`config.mk`:
```
export PLATFORM = sky130hd
export DESIGN_NAME = hist_bin_accum
export DESIGN_NICKNAME = d
export VERILOG_FILES = /design/src/rtl/hist_bin_accum.sv
export SDC_FILE = /design/constraint.sdc
export NUM_CORES = 1
export LEC_CHECK = 0
export CAP_MARGIN = 10
export CORE_AREA = 2 2 174 176
export CTS_CLUSTER_DIAMETER = 100
export DETAILED_ROUTE_END_ITERATION = 6
export DIE_AREA = 0 0 176 178
export GPL_ROUTABILITY_DRIVEN = 0
export MAX_ROUTING_LAYER = met4
export PLACE_DENSITY = 0.67
export SLEW_MARGIN = 20
export SYNTH_ARGS = -nofsm -noshare
export SYNTH_HDL_FRONTEND = slang
export SYNTH_SLANG_ARGS = --single-unit
```
`constraint.sdc`:
```
create_clock -name clk -period 9 [get_ports clk]
set_input_delay 2.7 -clock clk [delete_from_list [all_inputs] [get_ports clk]]
set_output_delay 2.7 -clock clk [all_outputs]
set_load 0.1 [all_outputs]
```
`src/rtl/hist_bin_accum.sv`:
```
// hist_bin_accum
// 8-bin luma histogram. Pixels between sof and eof are binned by
// pix_data[7:5] into CNT_W-bit counters. After eof the block finds the
// tallest bin (MAX, 8 cycles). It then derives a right shift that fits that
// bin into 8 bits (SHIFT, 1 cycle). It writes one scaled height per bin into
// id_value (SCALE, 8 cycles), and pulses id_valid in DONE. The latency from
// the cycle that carries eof to the id_valid cycle is always 18 cycles.
//
// Ports:
//   clk        rising-edge clock
//   rst        asynchronous, active-high reset
//   sof        start-of-frame strobe (one cycle)
//   eof        end-of-frame strobe (one cycle, never carries a pixel)
//   pix_data   pixel luma; bin = pix_data[7:5]
//   pix_valid  pix_data qualifier. There is no back-pressure: a pixel is
//              consumed in any cycle where pix_valid is high and the block
//              is accumulating. While busy is high, all frame inputs are
//              dropped.
//   id_value   8 bin heights, bin 0 in [63:56] ... bin 7 in [7:0]. The
//              value holds between frames.
//   id_valid   one-cycle strobe; id_value is valid from this cycle on.
//   busy       high in MAX, SHIFT, SCALE and DONE.
//   state_dbg  current FSM state encoding, for observation.
//
// Configuration macro HIST_ACCUM_SAT_EN: when defined, counters saturate at
// 2^CNT_W-1. When it is undefined, counters wrap modulo 2^CNT_W.

module hist_bin_accum #(
  parameter int CNT_W = 20
) (
  input  logic        clk,
  input  logic        rst,
  input  logic        sof,
  input  logic        eof,
  input  logic [7:0]  pix_data,
  input  logic        pix_valid,
  output logic [63:0] id_value,
  output logic        id_valid,
  output logic        busy,
  output logic [2:0]  state_dbg
);

  typedef enum logic [2:0] {
    S_IDLE  = 3'd0,
    S_ACCUM = 3'd1,
    S_MAX   = 3'd2,
    S_SHIFT = 3'd3,
    S_SCALE = 3'd4,
    S_DONE  = 3'd5
  } state_t;

  state_t           state, state_nxt;
  logic [CNT_W-1:0] cnt [8];
  logic [CNT_W-1:0] max_r;
  logic [4:0]       shift_r;
  logic [4:0]       shift_nxt;
  logic [4:0]       msb_pos;
  logic [2:0]       idx;
  logic [CNT_W-1:0] scaled;
  logic             accept_sof;
  logic             count_en;
  logic [2:0]       bin;

  // sof restarts a frame from IDLE or mid-ACCUM and takes priority over eof.
  // A pixel arriving with sof is counted as the first pixel of the new frame.
  // A pixel arriving with eof (and no sof) is dropped.
  assign accept_sof = sof && (state == S_IDLE || state == S_ACCUM);
  assign count_en   = pix_valid && (accept_sof || (state == S_ACCUM && !eof));
  assign bin        = pix_data[7:5];

  always_comb begin
    state_nxt = state;
    case (state)
      S_IDLE:  if (sof) state_nxt = S_ACCUM;
      S_ACCUM: if (!sof && eof) state_nxt = S_MAX;
      S_MAX:   if (idx == 3'd7) state_nxt = S_SHIFT;
      S_SHIFT: state_nxt = S_SCALE;
      S_SCALE: if (idx == 3'd7) state_nxt = S_DONE;
      S_DONE:  state_nxt = S_IDLE;
      default: state_nxt = S_IDLE;
    endcase
  end

  always_ff @(posedge clk or posedge rst) begin
    if (rst) state <= S_IDLE;
    else     state <= state_nxt;
  end

  assign id_valid  = (state == S_DONE);
  assign busy      = (state == S_MAX) || (state == S_SHIFT) ||
                     (state == S_SCALE) || (state == S_DONE);
  assign state_dbg = state;

  // Bin counters
  always_ff @(posedge clk or posedge rst) begin
    if (rst) begin
      for (int b = 0; b < 8; b++) cnt[b] <= '0;
    end else begin
      for (int b = 0; b < 8; b++) begin
        if (accept_sof) begin
          cnt[b] <= {{(CNT_W-1){1'b0}}, (count_en && bin == 3'(b))};
        end else if (count_en && bin == 3'(b)) begin
`ifdef HIST_ACCUM_SAT_EN
          if (cnt[b] != {CNT_W{1'b1}}) cnt[b] <= cnt[b] + 1'b1;
`else
          cnt[b] <= cnt[b] + 1'b1;
`endif
        end
      end
    end
  end

  // Bin walker shared by MAX and SCALE. It wraps from 7 back to 0 on its own
  // between the two phases.
  always_ff @(posedge clk or posedge rst) begin
    if (rst)                                    idx <= '0;
    else if (state == S_MAX || state == S_SCALE) idx <= idx + 3'd1;
    else                                        idx <= '0;
  end

  // Running maximum, restarted while accumulating
  always_ff @(posedge clk or posedge rst) begin
    if (rst) begin
      max_r <= '0;
    end else if (state == S_ACCUM) begin
      max_r <= '0;
    end else if (state == S_MAX && cnt[idx] > max_r) begin
      max_r <= cnt[idx];
    end
  end

  // Shift that keeps the tallest bin within 8 bits: MSB position minus 7.
  always_comb begin
    msb_pos = 5'd0;
    for (int i = 0; i < CNT_W; i++) begin
      if (max_r[i]) msb_pos = 5'(i);
    end
    shift_nxt = (msb_pos > 5'd7) ? (msb_pos - 5'd7) : 5'd0;
  end

  always_ff @(posedge clk or posedge rst) begin
    if (rst)                   shift_r <= '0;
    else if (state == S_SHIFT) shift_r <= shift_nxt;
  end

  assign scaled = cnt[idx] >> shift_r;

  always_ff @(posedge clk or posedge rst) begin
    if (rst) begin
      id_value <= '0;
    end else if (state == S_SCALE) begin
      for (int b = 0; b < 8; b++) begin
        if (idx == 3'(b)) id_value[(7-b)*8 +: 8] <= scaled[7:0];
      end
    end
  end

endmodule

```
==> run summary <==
TritonCTS Buffers = 30
Least-Margin Pin Slew = 1.14 ns
CTS tree = done
WL per Instance = 18.6 um
area leader, netlist = dfrtp_1
element type at the critical path start = register
gr usage total = 24.9%
Power, Total = 3620 uW
grt ovf = 0
FF-to-FF path depth = 14
final period utilization = 63.6%
Top Ports = 82
endpoints failing hold = 0
crit-path cells = nor2b_1 -> and2_1 -> clkdlybuf4s50_1
n_diodes = 0
Post-CTS Repair Setup Buffers = 0
chip width = 176 um
first-pass GRT wire length = 60.4 mm
Core Area = 29400 um2
#FFs+latches synth = 255
post-route ant nets = 0
Syn Area/Cell = 9.64 um2
Final #Nets = 1611
number of synthesized flops with an enable pin = 0
initial core utilization = 49.3%
clock tree root buffer cell = clkbuf_16
worst setup path class = reg2out
CP endpoint kind = primary output
CP peak stage delay = 1.13 ns
Placement Rows = 63
Yosys warning total = 0
Period minus WS final = 5.72 ns
WL final = 36.8 mm
clock tree buffer depth = 3
clock slew seen by the registers of the worst setup and hold paths = 0.06 ns
Leak Pwr = 0.00699 uW
DR pass1 iterations = 7
clock latency on the worst-skew pair = 0.57 ns
DR vias = 11600
Top delay family on crit path = buffers and inverters
crit path DAT = 3.02 ns
die height = 178 um
failing checks = design-rule violations
CP max FO = 11
synthesized instance count = 1504
critical path depth in cells = 3
cell area after synthesis = 14500 um2
Buf/Inv on CP = 1
Post-route DRC = 1
Slowest-stage cell, CP = clkdlybuf4s50_1
Post-CTS Resized = 0
Hold Path Depth = 2
# setup viols final = 0
Fin Setup TNS = 0 ns
clk sinks = 255
max-cap viol count = 0
Async SR Flop Fraction = 100%
sequential share of the synthesized area = 44.0%
initial DRC count = 942
critical path required time = 6.30 ns
Most used DFF post-synth = dfrtp_1
initial antenna violation count = 0
Syn Nets = 1553
CTS H-Tree Depth = 1
Fmax = 0.175 GHz
I/O Buffers = 76
vias in the first global route = 11100
total die area = 31300 um2
post-synth top area share = 44.0%
Setup Skew = 0.0151 ns
max-slew headroom at the worst pin = 24.0%
cts hold-fix bufs = 0
worst hold path class = reg2reg
area grow syn2layout = 14.0%
share of layout cells above drive strength 1 = 8.89%
Max Slew Vio Count = 0
maximum VDD drop = 0.155 mV
largest net degree at the start of global routing = 157
outcome = complete, but fails checks
Yosys cell types = 73
Pwr Density = 219 nW/um2
ranking of synthesized cells by area = dfrtp_1, nor2_1, xor2_1, nand2_1, mux2i_1
RSZ-0062 raised after global routing = false
Final HPWL DP = 26.0 mm
Vias/cell = 5.86
==> report_power, final <==
group / switching, uW / total (uW) / internal, uW
sequential: 79.8 / 1280 / 1200
combinational: 791 / 1090 / 303
clock: 505 / 1250 / 743
total: 1380 / 3620 / 2250
==> worst paths after layout <==
path / end / slack [ns] / start
worst max register to register: max_r[9]$_DFFE_PP0P_ / 4.10 / idx[2]$_DFF_PP0_
max in group asynchronous: cnt[118]$_DFFE_PP0P_ / 5.32 / rst
worst min register to register: id_value[7]$_DFFE_PP0P_ / 0.48 / id_value[7]$_DFFE_PP0P_
worst max-delay path: id_valid / 3.28 / state_dbg[0]$_DFFE_PP0P_
worst min-delay path: id_value[7]$_DFFE_PP0P_ / 0.48 / id_value[7]$_DFFE_PP0P_
min in group asynchronous: max_r[16]$_DFFE_PP0P_ / 2.48 / rst
==> Yosys cell counts (4+ instances only) <==
| master | n |
|---|---|
| a22oi_1 | 26 |
| nand4_1 | 37 |
| mux4_2 | 27 |
| xnor2_1 | 43 |
| and3_1 | 22 |
| dfrtp_1 | 255 |
| buf_1 | 4 |
| a22o_1 | 8 |
| nor2_1 | 212 |
| o211ai_1 | 5 |
| or2_1 | 4 |
| nor2b_1 | 7 |
| nand2_1 | 174 |
| o22ai_1 | 9 |
| and4_1 | 8 |
| nand3_1 | 52 |
| or3_1 | 27 |
| dlygate4sd1_1 | 5 |
| and2_1 | 8 |
| buf_4 | 6 |
| o32ai_1 | 13 |
| buf_2 | 8 |
| a31oi_1 | 4 |
| or2_2 | 5 |
| xor2_1 | 88 |
| a21oi_1 | 39 |
| o21ai_2 | 8 |
| ha_1 | 36 |
| nand2b_1 | 7 |
| mux2_2 | 9 |
| mux2i_1 | 61 |
| a211oi_1 | 6 |
| inv_1 | 69 |
| buf_6 | 8 |
| o21ai_0 | 90 |
| nor3_1 | 21 |
| nor3_2 | 4 |
| a21o_1 | 7 |
| mux4_1 | 4 |
| clkbuf_1 | 28 |
==> final cells by class <==
type,instances,area (um2)
inverter,72,274
clock inverter,16,159
fill,2557,12900
tap,390,488
multi-input combinational,1117,7500
sequential,255,6380
clock buffer,40,878
timing repair buffer,86,852
==> registers in the layout, indices dropped and copies added (netlist names) <==
signal	cells
idx	3
id_value	64
state_dbg	3
cnt	160
shift_r	5
max_r	20
==> tightest hold or removal path, stage by stage, from the launching register on <==
cell     delay [ns]
dfrtp_1        0.34
nand2_1        0.06
o21ai_2        0.05
==> cell usage in the layout, fill, tap and decap left out, types with 8 or more instances in the layout <==
| cell | instances |
|---|---|
| a21oi_1 | 39 |
| a22o_1 | 8 |
| a22oi_1 | 26 |
| and3_1 | 22 |
| and4_1 | 8 |
| buf_4 | 8 |
| clkbuf_16 | 30 |
| clkbuf_8 | 9 |
| clkdlybuf4s50_1 | 76 |
| dfrtp_1 | 254 |
| ha_1 | 36 |
| inv_1 | 68 |
| mux2_2 | 9 |
| mux2i_1 | 61 |
| mux4_2 | 27 |
| nand2_1 | 174 |
| nand3_1 | 52 |
| nand4_1 | 37 |
| nor2_1 | 212 |
| nor3_1 | 21 |
| o21ai_0 | 90 |
| o21ai_2 | 8 |
| o22ai_1 | 9 |
| o32ai_1 | 13 |
| or3_1 | 27 |
| xnor2_1 | 43 |
| xor2_1 | 88 |
==> kinds of logic (layout without fill, tap and decap cells) <==
| logic type | Yosys count | after routing | share of synthesized area (%) |
|---|---|---|---|
| AND/OR/NAND/NOR | 603 | 603 | 19.3 |
| adder cells (fa/ha/maj) | 36 | 36 | 3.11 |
| AO/OA/AOI/OAI | 246 | 246 | 11.5 |
| XOR/XNOR | 131 | 131 | 7.91 |
| buffers and inverters | 132 | 214 | 4.34 |
| multiplexers | 101 | 101 | 9.83 |
| flip-flops | 255 | 255 | 44.0 |
==> layer usage <==
layer	GRT usage, %	share of wire (%)	vias up	wire [um]
li1	-	-	5418	-
met1	34.0	45	5745	16600
met2	38.9	47	331	17200
met3	2.92	4.8	76	1780
met4	8.30	3.4	0	1240
met5	-	0	-	0
==> stage by stage <==
step           utilization, %  hold slack (ns)  std cells  area [um2]  setup slack [ns]
2_1_floorplan               -            0.499       1504       14500              2.94
3_3_place_gp             52.7            0.462       1920       15500              3.01
3_5_place_dp             52.7            0.469       1920       15500              2.98
4_1_cts                  56.2            0.482       1976       16500              3.24
5_1_grt                  56.2            0.504       1976       16500              3.11
6_report                 56.2            0.476       1976       16500              3.28
Note: power is estimated with default switching activity, not from simulation.
